`src/rtl/ram_port_ctrl.sv`:
```
// Valid/ready bus front end for one dpram port with a 2-entry in-order response buffer.
// Define RAM_PORT_CTRL_RANGE_CHK_EN to flag out-of-window requests instead of aliasing them.
module ram_port_ctrl #(
  parameter int unsigned RAM_DEPTH = 2048,
  parameter int unsigned RAM_AW    = (RAM_DEPTH > 1) ? $clog2(RAM_DEPTH) : 1,
  parameter logic [31:0] BASE_ADDR = 32'h0000_0000
) (
  input  logic              clk,
  input  logic              rst_n,
  input  logic              req_vld,
  output logic              req_rdy,
  input  logic [31:0]       req_addr,
  input  logic              req_we,
  input  logic [3:0]        req_wem,
  input  logic [31:0]       req_wdata,
  output logic              rsp_vld,
  input  logic              rsp_rdy,
  output logic [31:0]       rsp_rdata,
  output logic              rsp_err,
  output logic              ram_en,
  output logic              ram_we,
  output logic [3:0]        ram_wem,
  output logic [RAM_AW-1:0] ram_addr,
  output logic [31:0]       ram_din,
  input  logic [31:0]       ram_dout
);

  logic [31:0] off;
  logic        range_err;
  logic        accept;
  logic        unused_off;

  assign off        = req_addr - BASE_ADDR;
  assign unused_off = ^{off[31:RAM_AW+2], off[1:0]};

`ifdef RAM_PORT_CTRL_RANGE_CHK_EN
  // One bit wider so a window ending at 4 GiB does not wrap.
  localparam logic [32:0] WinEnd = {1'b0, BASE_ADDR} + 33'(RAM_DEPTH) * 33'd4;
  assign range_err = (req_addr < BASE_ADDR) || ({1'b0, req_addr} >= WinEnd);
`else
  assign range_err = 1'b0;
`endif

  // Response path state
  logic        inflight_q, inflight_d;
  logic        if_read_q, if_read_d;
  logic        if_err_q, if_err_d;
  logic [1:0]  occ_q, occ_d;
  logic        rd_ptr_q, rd_ptr_d;
  logic        wr_ptr_q, wr_ptr_d;
  logic [31:0] buf_rdata_q [2];
  logic [31:0] buf_rdata_d [2];
  logic [1:0]  buf_err_q, buf_err_d;

  logic [1:0]  outstanding;
  logic [31:0] if_rdata;
  logic        buf_empty;
  logic        push;
  logic        pop;

  // Ready only looks at registered occupancy, never at rsp_rdy.
  assign outstanding = occ_q + {1'b0, inflight_q};
  assign req_rdy     = rst_n && (outstanding < 2'd2);
  assign accept      = req_vld && req_rdy;

  assign ram_en   = accept && !range_err;
  assign ram_we   = req_we;
  assign ram_wem  = req_wem;
  assign ram_din  = req_wdata;
  assign ram_addr = off[RAM_AW+1:2];

  assign if_rdata  = if_read_q ? ram_dout : 32'h0;
  assign buf_empty = (occ_q == 2'd0);

  always_comb begin
    rsp_vld   = !buf_empty || inflight_q;
    rsp_rdata = 32'h0;
    rsp_err   = 1'b0;
    if (!buf_empty) begin
      rsp_rdata = buf_rdata_q[rd_ptr_q];
      rsp_err   = buf_err_q[rd_ptr_q];
    end else if (inflight_q) begin
      rsp_rdata = if_rdata;
      rsp_err   = if_err_q;
    end
  end

  always_comb begin
    pop         = !buf_empty && rsp_rdy;
    // A bypassed response that is not taken this cycle must be parked.
    push        = inflight_q && !(buf_empty && rsp_rdy);
    inflight_d  = accept;
    if_read_d   = accept && !req_we && !range_err;
    if_err_d    = accept && range_err;
    rd_ptr_d    = pop ? ~rd_ptr_q : rd_ptr_q;
    wr_ptr_d    = push ? ~wr_ptr_q : wr_ptr_q;
    buf_rdata_d = buf_rdata_q;
    buf_err_d   = buf_err_q;
    if (push) begin
      buf_rdata_d[wr_ptr_q] = if_rdata;
      buf_err_d[wr_ptr_q]   = if_err_q;
    end
    unique case ({push, pop})
      2'b10:   occ_d = occ_q + 2'd1;
      2'b01:   occ_d = occ_q - 2'd1;
      default: occ_d = occ_q;
    endcase
  end

  always_ff @(posedge clk or negedge rst_n) begin
    if (!rst_n) begin
      inflight_q     <= 1'b0;
      if_read_q      <= 1'b0;
      if_err_q       <= 1'b0;
      occ_q          <= 2'd0;
      rd_ptr_q       <= 1'b0;
      wr_ptr_q       <= 1'b0;
      buf_rdata_q[0] <= 32'h0;
      buf_rdata_q[1] <= 32'h0;
      buf_err_q      <= 2'b00;
    end else begin
      inflight_q     <= inflight_d;
      if_read_q      <= if_read_d;
      if_err_q       <= if_err_d;
      occ_q          <= occ_d;
      rd_ptr_q       <= rd_ptr_d;
      wr_ptr_q       <= wr_ptr_d;
      buf_rdata_q[0] <= buf_rdata_d[0];
      buf_rdata_q[1] <= buf_rdata_d[1];
      buf_err_q      <= buf_err_d;
    end
  end

endmodule

```
`config.mk`:
```
export PLATFORM = sky130hd
export DESIGN_NAME = ram_port_ctrl
export DESIGN_NICKNAME = d
export VERILOG_FILES = /design/src/rtl/ram_port_ctrl.sv
export SDC_FILE = /design/constraint.sdc
export NUM_CORES = 1
export LEC_CHECK = 0
export ABC_AREA = 1
export CORE_MARGIN = 10
export CORE_UTILIZATION = 25
export DETAILED_ROUTE_END_ITERATION = 12
export SYNTH_ARGS = -nofsm -noshare
export SYNTH_HDL_FRONTEND = slang
export SYNTH_SLANG_ARGS = --single-unit
```
`constraint.sdc`:
```
create_clock -name clk -period 2.98 [get_ports clk]
set_clock_uncertainty 0.2 [all_clocks]
set_input_delay 0.298 -clock clk [delete_from_list [all_inputs] [get_ports clk]]
set_output_delay 0.298 -clock clk [all_outputs]
set_load 0.02 [all_outputs]
```
==> results of run 1 <==
-- path summary, 6_finish.rpt --
path | start | to
setup / recovery | rd_ptr_q$_DFFE_PN0P_ | rsp_rdata[28]
hold / removal | rst_n | buf_rdata_q[62]$_DFFE_PN0P_
setup reg to reg | occ_q[0]$_DFFE_PN0P_ | buf_rdata_q[59]$_DFFE_PN0P_
hold reg to reg | buf_rdata_q[30]$_DFFE_PN0P_ | buf_rdata_q[30]$_DFFE_PN0P_
max in group asynchronous | rst_n | inflight_q$_DFF_PN0_
min in group clk | buf_rdata_q[30]$_DFFE_PN0P_ | buf_rdata_q[30]$_DFFE_PN0P_
-- through the flow --
stage / instances / power (µW) / hold slack (ns) / setup slack, ns
finish: 822 / 5020 / 0.149 / 0.339
floorplan: 586 / 2870 / -0.198 / 1.08
CTS: 822 / 5110 / 0.144 / 0.319
detailed placement: 805 / 3730 / -0.0500 / 0.704
global placement: 805 / 3710 / -0.0466 / 0.738
global route: 822 / 5390 / 0.171 / 0.165
-- cells by family (layout without fill, tap and decap cells) --
family,Yosys count,after routing
buf+inv,133,149
simple gates,311,311
compound gates,67,67
fa+ha+maj,1,1
flops,72,72
xor+xnor,2,2
-- cells in the final DEF, fill, tap and decap left out --
cell	n
inv_1	40
nand2_1	169
and2_1	1
nor2_4	1
nor2_1	66
nand4_1	66
xor2_1	1
nand3_2	2
or2_2	2
nand2_2	1
buf_12	1
xnor2_1	1
o21ai_1	10
dfrtp_2	1
dlygate4sd3_1	1
clkbuf_16	9
dfrtp_1	71
bufinv_16	4
ha_1	1
nand3_1	3
buf_4	18
clkbuf_8	1
clkinv_1	1
clkinv_2	2
o21ai_0	55
a21oi_1	1
a31oi_1	1
clkdlybuf4s50_1	72
-- flip-flops by register name (all words and copies together) (netlist names) --
name and flops:
buf_rdata_q 64, wr_ptr_q 1, if_read_q 1, inflight_q 1, rd_ptr_q 1, occ_q 2, buf_err_q 2
-- power by group through the flow --
stage	registers (µW)	logic, µW	clock network (µW)
global route	1330	2650	1410
finish	1310	2380	1340
detailed placement	1320	2410	0
floorplan	1290	1580	0
CTS	1310	2420	1380
global placement	1310	2400	0
-- area by class of cell --
type | count | area, µm²
multi-input cells | 381 | 1730
clock inverters | 6 | 130
repair buffers | 92 | 886
flip-flops and latches | 72 | 1800
clock buffers | 10 | 239
well taps | 220 | 275
inverters | 41 | 154
fillers | 1853 | 11500
-- routing by layer --
metal | track usage, % | vias to the layer above | wire length [µm]
li1 | - | 1867 | -
met4 | 4.43 | 0 | 181
met1 | 14.4 | 1704 | 5510
met2 | 16.3 | 100 | 5440
met5 | 0 | - | 0
met3 | 3.04 | 12 | 859
==> Flow_metrics.wiki, run 1 <==
{| class="wikitable"
! Metric !! Value
|-
| Clock tree from TritonCTS || built
|-
| Final core utilization || 31.3%
|-
| Largest cells by area after synthesis || dfrtp_1, nand2_1, nand4_1, buf_4, o21ai_0
|-
| Placement Rows || 47
|-
| Detail Placement HPWL || between 7000 and 8000 µm
|-
| Number of resized instances in the post-cts repair step || 0
|-
| Cell-by-cell listing of the critical path || buf_4 -> nor2_1 -> nor2_1 -> o21ai_0 -> o21ai_0 -> clkdlybuf4s50_1
|-
| Post-Syn Instances || about 590
|-
| Fin area || between 5000 and 6000 µm²
|-
| Combinational cell fraction of total power || a little under half
|-
| Iter 0 DRT Violations || ~190
|-
| GRT Overall Usage || 10.9%
|-
| Cell types with the highest counts after synthesis || nand2_1, dfrtp_1, nand4_1, nor2_1, o21ai_0
|-
| Highest achievable clock rate || 0.379 GHz
|-
| Clock slew seen by the registers of the worst setup and hold paths || around 0.060 ns
|-
| Arithmetic-cell share of the synthesized area counting full adders, half adders and majority gates || 0.293%
|-
| Async set-or-reset flop fraction in the synthesized netlist || 100%
|-
| Max Cap Violations || 0
|-
| Worst Setup Start Kind || register
|-
| Net count after synthesis || roughly 690
|-
| Number of vias per cell after detailed routing || between 4 and 5
|-
| Via count of the routed design || approximately 3.7k
|-
| Number of storage elements in the synthesis netlist || 72
|-
| Total Routed Length || between 10000 and 15000 µm
|-
| Kind of path behind the tightest hold check || input port to asynchronous set/reset pin
|-
| Cell count of the worst reg-to-reg path || 7
|-
| Main combinational cell family by area after synthesis || simple AND/OR/NAND/NOR gates
|-
| Core ar. || approximately 17000 µm²
|-
| Xor/xnor share of the synthesized area || 0.410%
|-
| Buffers added on ports || 73
|-
| Buf+Inv Stages, Crit Path || 2
|-
| Switching fraction of total power || between 40% and 50%
|-
| Count of hold-fix buffers inserted at cts || 1
|-
| Flip-flop cell with the highest count after synthesis || dfrtp_1
|-
| Unrepaired setup endpoints after global routing || no
|-
| Area fraction of the dominant cell type after synthesis || roughly 42%
|-
| Worst VDD drop || 371 µV
|-
| Number of sinks handled by clock tree synthesis || 72
|-
| Die height || approximately 150 µm
|-
| Power per Cell Area || slightly below 1000 nW/µm²
|-
| Number of enable flip-flop cells after synthesis || 0
|-
| Placed standard-cell area || between 4000 and 5000 µm²
|-
| Post-synthesis simple-gate area fraction || a little under a third
|-
| Total congestion overflow || 0
|-
| Number of antenna violations at the first check in global routing || 0
|-
| WL per Instance || 14.6 µm
|-
| Internal power summed over all cells || about 3000 µW
|-
| Root buffer selected by CTS || clkbuf_16
|-
| Critical path's slowest cell || clkdlybuf4s50_1
|-
| Count of pins on the block boundary || roughly 190
|-
| Net Sw Power || 2020 µW
|-
| Stages on the worst setup path || 6
|-
| Worst-Skew Late Latency || 0.34 ns
|-
| Full die area || 22700 µm²
|-
| Share of the clock period used by the worst path after layout || about nine tenths
|-
| Iteration count of the initial detailed-routing pass || 5
|-
| Avg Cell Area, Syn || between 7 and 8 µm²
|-
| Routability-driven placement congestion ratio || ~0.73
|-
| Setup bufs post-CTS || 0
|-
| LEAKAGE || about 0.0027 µW
|-
| Post-synthesis to final-layout area growth || 22.1%
|-
| Synth Area in Compound Gates || a little under 8%
|-
| R2r setup slk || between 0.9 and 1 ns
|-
| Outcome || completed
|-
| Sequential share of the synthesized area || 42.1%
|-
| Type of the worst setup path || register to output port
|-
| Most repeated cell in the gate-level netlist after synthesis || nand2_1
|-
| Number of nets still failing antenna checks after routing || 0
|-
| Worst endpoint required time || 2.48 ns
|-
| Largest stage delay on the critical path || ~0.65 ns
|-
| Maximum fanout encountered on the critical timing path || 35
|-
| Sequential cell fraction of total power || about a quarter
|-
| Worst Path Arrival || ~2.1 ns
|-
| Number of different library cells in the post-synthesis netlist || 24
|-
| Starting utilization of the core area || between 20% and 30%
|-
| Shortest period the worst path allows || around 2.6 ns
|-
| Vias in the first global route || between 3k and 4k
|-
| Width of the die || 151 µm
|-
| Relative contribution of the clock network to total power || between 20% and 30%
|-
| Diodes inserted || 0
|-
| Wire length of the first global-routing pass || 19700 µm
|-
| Worst-case clock buffer depth || 2
|-
| Final count of negative-setup-slack endpoints || 0
|-
| Total clock buffers created by CTS || 9
|-
| Tightest Pin Transition || between 0.8 and 0.9 ns
|-
| Crit-path leading delay family || buffers and inverters
|-
| # DRC || 0
|-
| Cell type with the highest aggregate area in the netlist || dfrtp_1
|-
| Share of layout cells above drive strength 1 || roughly 7.0%
|-
| Multiplexer area fraction after synthesis || 0%
|-
| Fin. Hold Viols || 0
|-
| Summed instance area of the synthesized netlist || ~4300 µm²
|-
| YS warnings || 0
|-
| Largest net degree at the start of global routing || 66
|-
| Number of slew-limit violations in the final report || 0
|-
| Depth of the CTS H-tree || 3
|-
| Relative slew slack || between 40% and 50%
|-
| Number of nets in the layout || 703
|-
| Post-route setup TNS || 0 ns
|-
| Critical Path End Type || output port
|}
Note: power is estimated with default switching activity, not from simulation.
==> inputs of run 2 (changes only) <==
--- a/config.mk
+++ b/config.mk
@@ -6,6 +6,7 @@
 export NUM_CORES = 1
 export LEC_CHECK = 0
 export ABC_AREA = 1
+export CORE_ASPECT_RATIO = 1.4
 export CORE_MARGIN = 10
 export CORE_UTILIZATION = 25
 export DETAILED_ROUTE_END_ITERATION = 12
==> constraint.sdc (replaced) <==
create_clock -name clk -period 2.2 [get_ports clk]
set_clock_uncertainty 0.2 [all_clocks]
set_input_delay 0.22 -clock clk [delete_from_list [all_inputs] [get_ports clk]]
set_output_delay 0.22 -clock clk [all_outputs]
set_load 0.02 [all_outputs]
==> Flow_metrics.wiki, run 2 (synthesized netlist as in run 1, its figures left out) <==
{| class="wikitable"
! Metric !! Value
|-
| Outcome || completed
|-
| Count of pins on the block boundary || between 150 and 200
|-
| Register Area || between 1500 and 2000 µm²
|-
| Buffers added on ports || between 70 and 80
|-
| Starting utilization of the core area || between 20% and 30%
|-
| Final core utilization || 30.8%
|-
| Total congestion overflow || 0
|-
| Critical path's slowest cell || dfrtp_1
|-
| # DRC || 0
|-
| Number of nets still failing antenna checks after routing || 0
|-
| Largest stage delay on the critical path || between 0.4 and 0.5 ns
|-
| Final count of negative-setup-slack endpoints || 0
|-
| LEAKAGE || 0.00278 µW
|-
| Root buffer selected by CTS || clkbuf_16
|-
| Detail Placement HPWL || roughly 8000 µm
|-
| Commonest cells after routing, fill and taps aside || nand2_1, dfrtp_1, nor2_1, nand4_1, o21ai_0
|-
| Number of antenna violations at the first check in global routing || 0
|-
| Flip-flop count of the largest register after layout || 64
|-
| Reg-to-Reg Start || inflight_q$_DFF_PN0_
|-
| Total clock buffers created by CTS || 9
|-
| Total Routed Length || roughly 12000 µm
|-
| Worst VDD drop || a little under 600 µV
|-
| Largest net degree at the start of global routing || 73
|-
| GRT Overall Usage || a little over a tenth
|-
| WL per Instance || around 15 µm
|-
| Shortest period the worst path allows || between 2 and 2.5 ns
|-
| Post-synthesis to final-layout area growth || 21.2%
|-
| Kind of path behind the tightest hold check || input port to output port
|-
| Maximum fanout encountered on the critical timing path || 35
|-
| Iteration count of the initial detailed-routing pass || 4
|-
| Iter 0 DRT Violations || about 150
|-
| Share of the clock period used by the worst path after layout || between 90% and 100%
|-
| Hold_sp || req_addr[3]
|-
| Footprint of the multi-input gates || 1730 µm²
|-
| Diodes inserted || 0
|-
| Worst Path Arrival || between 1.5 and 2 ns
|-
| Register name with the most flops || buf_rdata_q
|-
| Critical path startpoint || occ_q[1]$_DFFE_PN0P_
|-
| Number of sinks handled by clock tree synthesis || 72
|-
| Power per Cell Area || ~1300 nW/µm²
|-
| Cell repeated most along the worst path || o21ai_0
|-
| Placement Rows || 56
|-
| Worst-case clock buffer depth || 2
|-
| Unrepaired setup endpoints after global routing || yes
|-
| Routability-driven placement congestion ratio || ~0.73
|-
| Cell-by-cell listing of the critical path || nor2_4 -> buf_12 -> nor2_1 -> o21ai_0 -> o21ai_0 -> clkdlybuf4s15_1
|-
| Buf+Inv Stages, Crit Path || 2
|-
| Relative slew slack || 37.7%
|-
| Type of the worst setup path || register to output port
|-
| Crit-path leading delay family || buffers and inverters
|-
| Most common library cell in the layout ignoring fill and taps || nand2_1
|-
| Registers with the most flip-flops || buf_rdata_q (64), buf_err_q (2), occ_q (2)
|-
| Depth of the CTS H-tree || 3
|-
| Max Cap Violations || 0
|-
| Worst-Skew Late Latency || 0.33 ns
|-
| Highest achievable clock rate || between 0.4 and 0.5 GHz
|-
| Worst endpoint required time || 1.78 ns
|-
| Final-layout fill cell count || about 1.9k
|-
| Share of layout cells above drive strength 1 || about 11%
|-
| Width of the die || 131 µm
|-
| Die height || between 150 and 200 µm
|-
| Number of vias per cell after detailed routing || approximately 4.6
|-
| Number of nets in the layout || between 700 and 800
|-
| Number of slew-limit violations in the final report || 0
|-
| Clock tree from TritonCTS || built
|-
| Wire length of the first global-routing pass || ~20000 µm
|-
| Final WS setup || 0.0384 ns
|-
| Tightest Pin Transition || 0.935 ns
|-
| Full die area || 22800 µm²
|-
| Place WS || 0.0384 ns
|-
| Clock slew seen by the registers of the worst setup and hold paths || ~0.060 ns
|-
| Via count of the routed design || between 3k and 4k
|-
| Critical Path End Type || output port
|-
| Core ar. || roughly 17000 µm²
|-
| Worst Setup Start Kind || register
|-
| Fin. Hold Viols || 0
|-
| Vias in the first global route || between 3k and 4k
|}
[run 2: power by group]
group / internal [µW] / total (µW) / switching [µW]
logic: 1090 / 3120 / 2030
clock network: 1140 / 1720 / 572
registers: 1600 / 1760 / 152
[run 2: area by class of cell]
type	count	area share, %
flip-flops and latches	72	34.8
multi-input cells	381	33.4
repair buffers	97	17.0
well taps	203	4.90
clock buffers	10	4.61
inverters	41	2.97
clock inverters	6	2.22
[run 2: worst paths after layout]
kind / endpoint / slack (ns) / cells past startpoint
min: ram_addr[1] / 0.24 / 0
max: rsp_rdata[3] / 0.04 / 6
max in group asynchronous: inflight_q$_DFF_PN0_ / 0.66 / 3
min in group asynchronous: buf_rdata_q[34]$_DFFE_PN0P_ / 0.51 / 3
max reg2reg: occ_q[1]$_DFFE_PN0P_ / 0.29 / 6
min reg2reg: buf_rdata_q[1]$_DFFE_PN0P_ / 0.26 / 2
[run 2: timing repair]
| action | CTS | global route |
|---|---|---|
| gates resized for setup | 52 | 54 |
| hold buffers | 1 | 0 |
| endpoints found under the setup margin | 35 | 31 |
| endpoints found under the hold margin | 73 | 0 |
| buffers inserted | 0 | 0 |
[run 2: layer usage]
metal	global-route usage [%]	vias up	share of wire, %
li1	-	1890	-
met1	12.6	1723	43
met2	18.1	63	51
met3	1.94	14	4.4
met4	5.53	0	1.7
met5	0	-	0
[run 2: through the flow]
| step | total power (µW) | setup TNS, ns | std cells | hold slack [ns] | cell area [µm²] |
|---|---|---|---|---|---|
| floorplan | 3880 | 0 | 586 | -0.276 | 4280 |
| global placement | 5200 | 0 | 793 | 0.240 | 4910 |
| detailed placement | 5210 | 0 | 793 | 0.240 | 4910 |
| CTS | 6740 | 0 | 810 | 0.240 | 5240 |
| global route | 7100 | -0.120 | 810 | 0.240 | 5180 |
| finish | 6590 | 0 | 810 | 0.240 | 5180 |
[run 2: worst register-to-register path, cell delays in order, from the launching register on]
cell	delay [ns]
dfrtp_2	0.41
buf_4	0.40
nand2_1	0.16
ha_1	0.22
or2_2	0.29
nand4_1	0.07
nand2_1	0.06
==> inputs of run 3 (changes only) <==
==> constraint.sdc (replaced) <==
create_clock -name clk -period 2.2 [get_ports clk]
set_clock_uncertainty 0.2 [all_clocks]
set_input_delay 0.66 -clock clk [delete_from_list [all_inputs] [get_ports clk]]
set_output_delay 0.66 -clock clk [all_outputs]
set_load 0.02 [all_outputs]
==> Flow_metrics.wiki, run 3 (synthesized netlist as in run 1, its figures left out) <==
{| class="wikitable"
! Metric !! Value
|-
| Total Routed Length || around 13000 µm
|-
| Outcome || complete, but fails checks
|-
| Worst-case clock buffer depth || 2
|-
| Commonest cells after routing, fill and taps aside || nand2_1, buf_4, dfrtp_1
|-
| Detail Placement HPWL || about 8300 µm
|-
| Routability-driven placement congestion ratio || around 0.73
|-
| GRT Overall Usage || between 10 and 15%
|-
| Number of vias per cell after detailed routing || ~4.6
|-
| Share of layout cells above drive strength 1 || 23.7%
|-
| Register name with the most flops || buf_rdata_q
|-
| Count of pins on the block boundary || 189
|-
| Final WS setup || -0.278 ns
|-
| Crit Reg-Reg Endpoint || if_read_q$_DFF_PN0_
|-
| Number of antenna violations at the first check in global routing || 0
|-
| LEAKAGE || around 0.0031 µW
|-
| Iteration count of the initial detailed-routing pass || 4
|-
| Shortest period the worst path allows || between 2 and 2.5 ns
|-
| Via count of the routed design || approximately 4.0k
|-
| Switching fraction of total power || between 40% and 50%
|-
| Register Area || approximately 1800 µm²
|-
| Highest achievable clock rate || between 0.4 and 0.5 GHz
|-
| Kind of path behind the tightest hold check || register to register
|-
| Relative slew slack || between 30% and 40%
|-
| Failing checks || negative setup slack
|-
| Clock slew seen by the registers of the worst setup and hold paths || approximately 0.060 ns
|-
| Hold_sp || buf_rdata_q[5]$_DFFE_PN0P_
|-
| Worst-Skew Late Latency || ~0.33 ns
|-
| Cell-by-cell listing of the critical path || nor2_4 -> buf_6 -> nand2_4 -> buf_12 -> o21ai_1 -> buf_2
|-
| Power per Cell Area || approximately 1300 nW/µm²
|-
| Cell count of the worst reg-to-reg path || 15
|-
| Core ar. || roughly 17000 µm²
|-
| Number of slew-limit violations in the final report || 0
|-
| Placement Rows || 56
|-
| Max Cap Violations || 0
|-
| Unrepaired setup endpoints after global routing || yes
|-
| Clock tree from TritonCTS || built
|-
| Number of nets still failing antenna checks after routing || 0
|-
| Starting utilization of the core area || about a quarter
|-
| Footprint of the multi-input gates || roughly 1800 µm²
|-
| Width of the die || between 100 and 150 µm
|-
| Place WS || -0.661 ns
|-
| Critical path's slowest cell || dfrtp_1
|-
| Relative contribution of the clock network to total power || 19.7%
|-
| Flip-flop count of the largest register after layout || 64
|-
| Combinational cell fraction of total power || a little under three fifths
|-
| Placed standard-cell area || about 5200 µm²
|-
| Instance count along the most critical hold path || 2
|-
| Maximum fanout encountered on the critical timing path || 17
|-
| Final count of negative-setup-slack endpoints || 37
|-
| R2r setup slk || -0.10 ns
|-
| Vias in the first global route || approximately 4k
|-
| Sequential cell fraction of total power || about a quarter
|-
| Worst Setup Start Kind || register
|-
| Net Sw Power || 3020 µW
|-
| Buffers added on ports || 73
|-
| Final-layout fill cell count || roughly 1.8k
|-
| Number of sinks handled by clock tree synthesis || slightly above 70
|-
| Worst Path Arrival || ~1.6 ns
|-
| Total congestion overflow || 0
|-
| Largest stage delay on the critical path || 0.40 ns
|-
| Total power after layout || slightly above 7000 µW
|-
| Worst VDD drop || 535 µV
|-
| Total clock buffers created by CTS || 9
|-
| Worst endpoint required time || between 1 and 1.5 ns
|-
| Tightest Pin Transition || around 0.95 ns
|-
| Depth of the CTS H-tree || 3
|-
| Reg-to-Reg Start || occ_q[0]$_DFFE_PN0P_
|-
| Internal power summed over all cells || about 4200 µW
|-
| Type of the worst setup path || register to output port
|-
| Critical Path End Type || output port
|-
| # DRC || 0
|-
| Root buffer selected by CTS || clkbuf_16
|-
| Die height || about 170 µm
|-
| Diodes inserted || 0
|-
| Most common library cell in the layout ignoring fill and taps || nand2_1
|-
| Fin area || 5750 µm²
|-
| WL per Instance || 15.0 µm
|-
| Wire length of the first global-routing pass || between 20000 and 25000 µm
|-
| Registers with the most flip-flops || buf_rdata_q (64), buf_err_q (2), occ_q (2)
|-
| Hold-critical path endpoint || buf_rdata_q[5]$_DFFE_PN0P_
|-
| Post-synthesis to final-layout area growth || 34.6%
|-
| Full die area || ~23000 µm²
|-
| Largest net degree at the start of global routing || 73
|-
| Iter 0 DRT Violations || about 270
|-
| Number of nets in the layout || between 700 and 800
|-
| Post-route setup TNS || -8.39 ns
|-
| Fin. Hold Viols || 0
|-
| Share of the clock period used by the worst path after layout || 113%
|}
-- run 3: changes by cell type in the layout (fill, tap and decap cells not counted), sizes merged, moves of 2 or more --
cell / change
buf: +87
bufinv: -2
clkbuf: -14
clkdlybuf4s15: -13
clkdlybuf4s50: -2
dlygate4sd2: -2
-- run 3: area by class of cell --
type,count,area share (%)
clock buffers,12,4.28
clock inverters,1,0.522
flip-flops and latches,72,31.3
well taps,203,4.41
multi-input cells,381,31.9
repair buffers,148,24.8
inverters,41,2.72
-- run 3: through the flow --
stage / hold WS (ns) / utilization (%) / cells
2_1_floorplan: 0.164 / - / 586
3_3_place_gp: 0.248 / 31.0 / 829
3_5_place_dp: 0.253 / 31.0 / 829
4_1_cts: 0.267 / 33.7 / 858
5_1_grt: 0.285 / 34.2 / 858
6_report: 0.265 / 34.2 / 858
-- run 3: worst max path at each step --
stage,startpoint,endpoint,slack [ns],cells after the start
floorplan,occ_q[0]$_DFFE_PN0P_,rsp_rdata[10],-0.06,4
global placement,ram_dout[1],rsp_rdata[1],-0.66,4
detailed placement,ram_dout[4],rsp_rdata[4],-0.66,4
CTS,occ_q[0]$_DFFE_PN0P_,rsp_rdata[19],-0.26,7
global route,occ_q[1]$_DFFE_PN0P_,rsp_rdata[17],-0.34,6
finish,occ_q[1]$_DFFE_PN0P_,rsp_rdata[19],-0.28,6
-- run 3: what timing repair did --
item                                    4_1_cts  5_1_grt
gates resized for setup                     269       44
gates cloned                                  2        0
buffers inserted                             15        2
pin swaps                                     6        1
endpoints found under the setup margin       37       37
hold buffers                                  0        0
-- run 3: worst max-delay path: cells and delay by family (launching register included) --
kind,cells,cell delay [ns]
compound gates,1,0.14
simple gates,2,0.26
buf+inv,3,0.48
flops,1,0.40
-- run 3: layer usage --
metal	global-route usage [%]	vias to the layer above	wire length [µm]
met3	2.64	19	629
met1	13.6	1889	5390
met2	19.6	84	6620
met5	0	-	0
li1	-	1994	-
met4	4.79	0	235
-- run 3: power groups by stage --
stage | registers, µW | clock network, µW | logic, µW
2_1_floorplan | 1740 | 0 | 2140
3_3_place_gp | 1770 | 0 | 3580
3_5_place_dp | 1780 | 0 | 3600
4_1_cts | 1770 | 1460 | 3960
5_1_grt | 1810 | 1520 | 4400
6_report | 1770 | 1420 | 4030
